**src/rtl/seg_scan_ctrl.sv**
```systemverilog
// Time-multiplexed 7-segment scan controller with a double-buffered digit store.
// Define SEG_LEADING_ZERO_BLANK_EN to keep leading-zero digits dark during their slot.
module seg_scan_ctrl #(
    parameter int NUM_DIGITS   = 8,
    parameter int DIV          = 50000,
    parameter int BLANK_CYCLES = 16
) (
    input  logic                          clk,
    input  logic                          rst_n,
    input  logic                          en,
    input  logic                          wr_valid,
    output logic                          wr_ready,
    input  logic [$clog2(NUM_DIGITS)-1:0] wr_idx,
    input  logic [3:0]                    wr_data,
    input  logic                          commit,
    output logic                          commit_ack,
    output logic [3:0]                    bcd_out,
    output logic [NUM_DIGITS-1:0]         an_n,
    output logic [$clog2(NUM_DIGITS)-1:0] scan_idx,
    output logic                          frame_done
);
    localparam int IW = $clog2(NUM_DIGITS);
    localparam int CW = (DIV > 1) ? $clog2(DIV) : 1;
    localparam logic [CW-1:0]         CNT_LAST   = CW'(DIV - 1);
    localparam logic [CW-1:0]         BLANK_LAST = CW'(BLANK_CYCLES - 1);
    localparam logic [IW-1:0]         IDX_LAST   = IW'(NUM_DIGITS - 1);
    localparam logic [IW:0]           DIGITS     = (IW+1)'(NUM_DIGITS);
    localparam logic                  SHOW_ONE   = (DIV - BLANK_CYCLES == 1);
    localparam logic [NUM_DIGITS-1:0] AN_OFF     = '1;

    typedef enum logic [1:0] {IDLE, BLANK, SHOW} state_t;

    state_t                state;
    logic [CW-1:0]         cnt;
    logic [3:0]            active [NUM_DIGITS];
    logic [3:0]            shadow [NUM_DIGITS];
    logic                  pending;
    logic                  copy;
    logic [IW-1:0]         idx_next;
    logic [IW-1:0]         load_idx;
    logic [3:0]            load_val;
    logic [NUM_DIGITS-1:0] lz_blank;

    function automatic logic [NUM_DIGITS-1:0] anode_on(input logic [IW-1:0] idx,
                                                        input logic [NUM_DIGITS-1:0] mask);
        logic [NUM_DIGITS-1:0] onehot;
        onehot = NUM_DIGITS'(1) << idx;
        return ~(onehot & ~mask);
    endfunction

    // The copy only happens at a frame boundary (or while idle), so the slot
    // being loaded is always digit 0 and must see the freshly committed value.
    assign copy     = pending && (state == IDLE || frame_done);
    assign idx_next = (scan_idx == IDX_LAST) ? '0 : scan_idx + 1'b1;
    assign load_idx = (state == IDLE) ? '0 : idx_next;
    assign load_val = copy ? shadow[load_idx] : active[load_idx];

    always_comb begin
        lz_blank = '0;
`ifdef SEG_LEADING_ZERO_BLANK_EN
        begin
            logic run;
            run = 1'b1;
            for (int i = NUM_DIGITS - 1; i >= 1; i--) begin
                run         = run && (active[i] == 4'd0);
                lz_blank[i] = run;
            end
        end
`endif
    end

    always_ff @(posedge clk or negedge rst_n) begin
        if (!rst_n) begin
            state      <= IDLE;
            cnt        <= '0;
            scan_idx   <= '0;
            bcd_out    <= 4'd0;
            an_n       <= AN_OFF;
            frame_done <= 1'b0;
        end else if (!en) begin
            state      <= IDLE;
            cnt        <= '0;
            scan_idx   <= '0;
            an_n       <= AN_OFF;
            frame_done <= 1'b0;
        end else begin
            case (state)
                IDLE: begin
                    state      <= BLANK;
                    cnt        <= '0;
                    scan_idx   <= '0;
                    bcd_out    <= load_val;
                    an_n       <= AN_OFF;
                    frame_done <= 1'b0;
                end
                BLANK: begin
                    cnt <= cnt + 1'b1;
                    if (cnt == BLANK_LAST) begin
                        state      <= SHOW;
                        an_n       <= anode_on(scan_idx, lz_blank);
                        frame_done <= (scan_idx == IDX_LAST) && SHOW_ONE;
                    end
                end
                SHOW: begin
                    if (cnt == CNT_LAST) begin
                        state      <= BLANK;
                        cnt        <= '0;
                        scan_idx   <= idx_next;
                        bcd_out    <= load_val;
                        an_n       <= AN_OFF;
                        frame_done <= 1'b0;
                    end else begin
                        cnt        <= cnt + 1'b1;
                        frame_done <= (scan_idx == IDX_LAST) && (cnt + 1'b1 == CNT_LAST);
                    end
                end
                default: state <= IDLE;
            endcase
        end
    end

    // Write port and commit handshake; wr_ready always mirrors !pending.
    always_ff @(posedge clk or negedge rst_n) begin
        if (!rst_n) begin
            pending    <= 1'b0;
            wr_ready   <= 1'b1;
            commit_ack <= 1'b0;
            for (int i = 0; i < NUM_DIGITS; i++) begin
                active[i] <= 4'd0;
                shadow[i] <= 4'd0;
            end
        end else begin
            commit_ack <= 1'b0;
            if (wr_valid && wr_ready && ({1'b0, wr_idx} < DIGITS))
                shadow[wr_idx] <= wr_data;
            if (copy) begin
                for (int i = 0; i < NUM_DIGITS; i++)
                    active[i] <= shadow[i];
                pending    <= 1'b0;
                wr_ready   <= 1'b1;
                commit_ack <= 1'b1;
            end else if (commit && !pending) begin
                pending  <= 1'b1;
                wr_ready <= 1'b0;
            end
        end
    end

endmodule

```
**config.mk**
```make
export PLATFORM = sky130hd
export DESIGN_NAME = seg_scan_ctrl
export DESIGN_NICKNAME = d
export VERILOG_FILES = /design/src/rtl/seg_scan_ctrl.sv
export SDC_FILE = /design/constraint.sdc
export NUM_CORES = 1
export LEC_CHECK = 0
export CAP_MARGIN = 20
export CORE_MARGIN = 5
export CORE_UTILIZATION = 36
export DETAILED_ROUTE_END_ITERATION = 10
export DONT_BUFFER_PORTS = 1
export PLACE_DENSITY = 0.59
export SYNTH_ARGS = -nofsm -noshare
export SYNTH_HDL_FRONTEND = slang
export SYNTH_SLANG_ARGS = --single-unit
```
**constraint.sdc**
```tcl
create_clock -name clk -period 2.6 [get_ports clk]
set_input_delay 0 -clock clk [delete_from_list [all_inputs] [get_ports clk]]
set_output_delay 0 -clock clk [all_outputs]
set_load 0.05 [all_outputs]
```
==> metrics.txt <==
Port-buffer cells=0; initial antenna violation count=0; flop2flop setup slack=0.13 ns; max_slew headroom=57.6%; CTS root buffer=clkbuf_16; Setup crit end=bcd_out[2]$_DFFE_PN0P_; post-synthesis sequential area ratio=49.4%; Tmin final=2.47 ns; setup TNS=0 ns; fin crit share=94.9%; Vias/cell=5.43; Highest Clock Rate=405 MHz; critical path endpoint category=flip-flop; CTS tree=yes; Routed wire per std cell=16.9 µm; syn avg cell area=9.50 µm²; die width=129 µm; DRT iter0 DRCs=371; CTS Buffer Depth=2; fin area=5830 µm²; Post-Syn Nets=565; clk_skew=0.0118 ns; final hold violation count=0; R2R Path End=bcd_out[2]$_DFFE_PN0P_; Detailed Route WL=12500 µm; die area=16800 µm²; worst hold-check path type=in -> reg; largest net degree at the start of global routing=102; Site Rows=43; clock latency on the worst-skew pair=0.36 ns; Core ar.=13900 µm²; fin. max-slew vios=0; synth warn=0; RR Startpoint=scan_idx[0]$_DFFE_PN0P_; GRT Util Overall=15.6%; met2 wire length=5290 µm; area grow syn2layout=13.5%; clk sink count=101; die height=129 µm; DP Area=5450 µm²; Routed Antenna Nets=0; critical path class=reg -> reg; Worst Setup Start Kind=flip-flop; peak supply drop=0.000463 V; drt first pass iters=5; FF-to-FF path depth=8; CP Launch Point=scan_idx[0]$_DFFE_PN0P_; first-pass GRT wire length=20600 µm; DR WL met3=968 µm; Worst Tran Pin Value=0.618 ns; Required @ worst endpoint=2.86 ns; CTS clk-pin slew, worst paths=0.07 ns; IO Count=30; DRC violations left=0; Pwr Density=1060 nW/µm²; DR top layer=met4; Synth Register Bits=101; RePlAce Congestion=0.875; RSZ-0062 raised after global routing=false; outcome=finished, final reports clean; Starting Density=36.9%; Leak=2.48 nW; Max H-tree Level=3; GRT Residual Overflow=0; Critical Path AT=2.73 ns; vias in the first global route=3841; Netlist cell types=45; Post-Syn Area=5140 µm²; ant diodes=0; share of cells above drive strength 1=17.7%; max_cap viols=0; DPL Wire Length=8840 µm; Mapped Cells=541; final net count=580; final setup fails=0; crit-path max FO=14; vias=4018; metal1 wirelength=6140 µm; commonest non-fill, non-tap cells in the layout=159 x nand2_1, 91 x dfrtp_1, 40 x mux2_2, 30 x a31oi_1, 25 x a21oi_1; clock buffers created by TritonCTS=9; most common cell after layout, fill and taps aside=nand2_1
cell usage after synthesis, drive strengths merged:
master / instances / share of area, %
a2111oi: 1 / 0.17
a21oi: 25 / 2.4
a221oi: 3 / 0.51
a31oi: 30 / 3.7
a41oi: 1 / 0.17
and2: 1 / 0.12
and3: 3 / 0.37
buf: 4 / 0.37
clkbuf: 23 / 1.7
clkinv: 1 / 0.073
dfrtp: 92 / 45
dfstp: 9 / 4.6
ha: 12 / 2.9
inv: 10 / 0.73
mux2: 40 / 8.8
mux2i: 16 / 3.1
nand2: 159 / 12
nand2b: 4 / 0.63
nand3: 11 / 1.1
nand3b: 11 / 1.6
nand4: 5 / 0.61
nor2: 18 / 1.4
nor2b: 3 / 0.37
nor3: 7 / 0.90
nor4: 7 / 0.85
nor4b: 2 / 0.63
o2111ai: 1 / 0.17
o211ai: 1 / 0.15
o21a: 1 / 0.15
o21ai: 11 / 1.1
o221ai: 6 / 1.0
o22ai: 1 / 0.12
o31ai: 6 / 0.88
o32a: 1 / 0.19
or2: 3 / 0.37
or3: 6 / 0.73
or4: 3 / 0.51
xnor2: 3 / 0.51
where the power goes:
| group | total [mW] | leakage (nW) | internal, mW | switching [mW] |
|---|---|---|---|---|
| combinational | 2.07 | 1.08 | 0.863 | 1.21 |
| clock | 1.30 | 0.135 | 0.663 | 0.639 |
| sequential | 2.83 | 1.27 | 2.15 | 0.676 |
| total | 6.20 | 2.48 | 3.67 | 2.52 |
sequential cells by signal, indices dropped and copies added (netlist names):
| signal | count |
|---|---|
| shadow | 32 |
| cnt | 16 |
| wr_ready | 1 |
| an_n | 8 |
| bcd_out | 4 |
| state | 2 |
| commit_ack | 1 |
| active | 32 |
| pending | 1 |
| scan_idx | 3 |
| frame_done | 1 |
routing by layer:
layer	global-route usage, %	vias up
li1	-	1915
met1	23.0	1978
met2	22.3	114
met3	5.19	11
met4	3.67	0
met5	0	-
kinds of logic (layout without fill, tap and decap cells):
logic type	count (synthesis)	count (layout)	synth area share [%]
AND/OR/NAND/NOR	243	243	21.7
flip-flops	101	101	49.4
AO/OA/AOI/OAI	88	88	10.7
multiplexers	56	56	11.9
buffers and inverters	38	57	2.85
adder cells (fa/ha/maj)	12	12	2.92
XOR/XNOR	3	3	0.511
worst min-delay path by stage:
stage / to / slack (ns) / startpoint / cells past startpoint
final: frame_done$_DFFE_PN0P_ / 0.04 / en / 4
after global routing: shadow[29]$_DFFE_PN0P_ / 0.05 / wr_idx[0] / 2
after CTS: frame_done$_DFFE_PN0P_ / 0.02 / en / 4
after detailed placement: pending$_DFFE_PN0P_ / -0.29 / rst_n / 0
after global placement: pending$_DFFE_PN0P_ / -0.29 / rst_n / 0
after floorplan: active[0]$_DFFE_PN0P_ / -0.30 / rst_n / 0
layout make-up:
class	instances	area (µm²)
Clock buffer	9	225
Multi-Input combinational cell	402	2460
Timing Repair Buffer	31	283
Clock inverter	6	53.8
Inverter	11	41.3
Sequential cell	101	2540
Fill cell	1364	8100
Tap cell	180	225
per-stage QoR:
step | hold slack [ns] | util (%) | power (mW) | instances | setup WS (ns)
2_1_floorplan | -0.296 | - | 4.18 | 541 | 0.0948
3_3_place_gp | -0.288 | 39.1 | 4.84 | 717 | 0.0859
3_5_place_dp | -0.287 | 39.1 | 4.88 | 717 | 0.0440
4_1_cts | 0.0151 | 41.8 | 6.26 | 740 | 0.00668
5_1_grt | 0.0507 | 41.8 | 6.66 | 740 | 0.0161
6_report | 0.0352 | 41.8 | 6.20 | 740 | 0.132
repair_timing:
| item | in CTS | in global routing |
|---|---|---|
| hold endpoints to repair | 146 | 0 |
| buffers inserted | 0 | 0 |
| hold buffers | 8 | 0 |
| gates resized for setup | 0 | 2 |
| endpoints found under the setup margin | 0 | 5 |
worst max-delay path, stage by stage (launching register included):
cell and delay (ns):
dfrtp_2 0.52, ha_1 0.27, ha_1 0.22, or2_2 0.46, buf_4 0.25, mux2i_1 0.14
o221ai_1 0.21, a21oi_1 0.06, o31ai_1 0.23
Power figures use the tool's default switching activity.
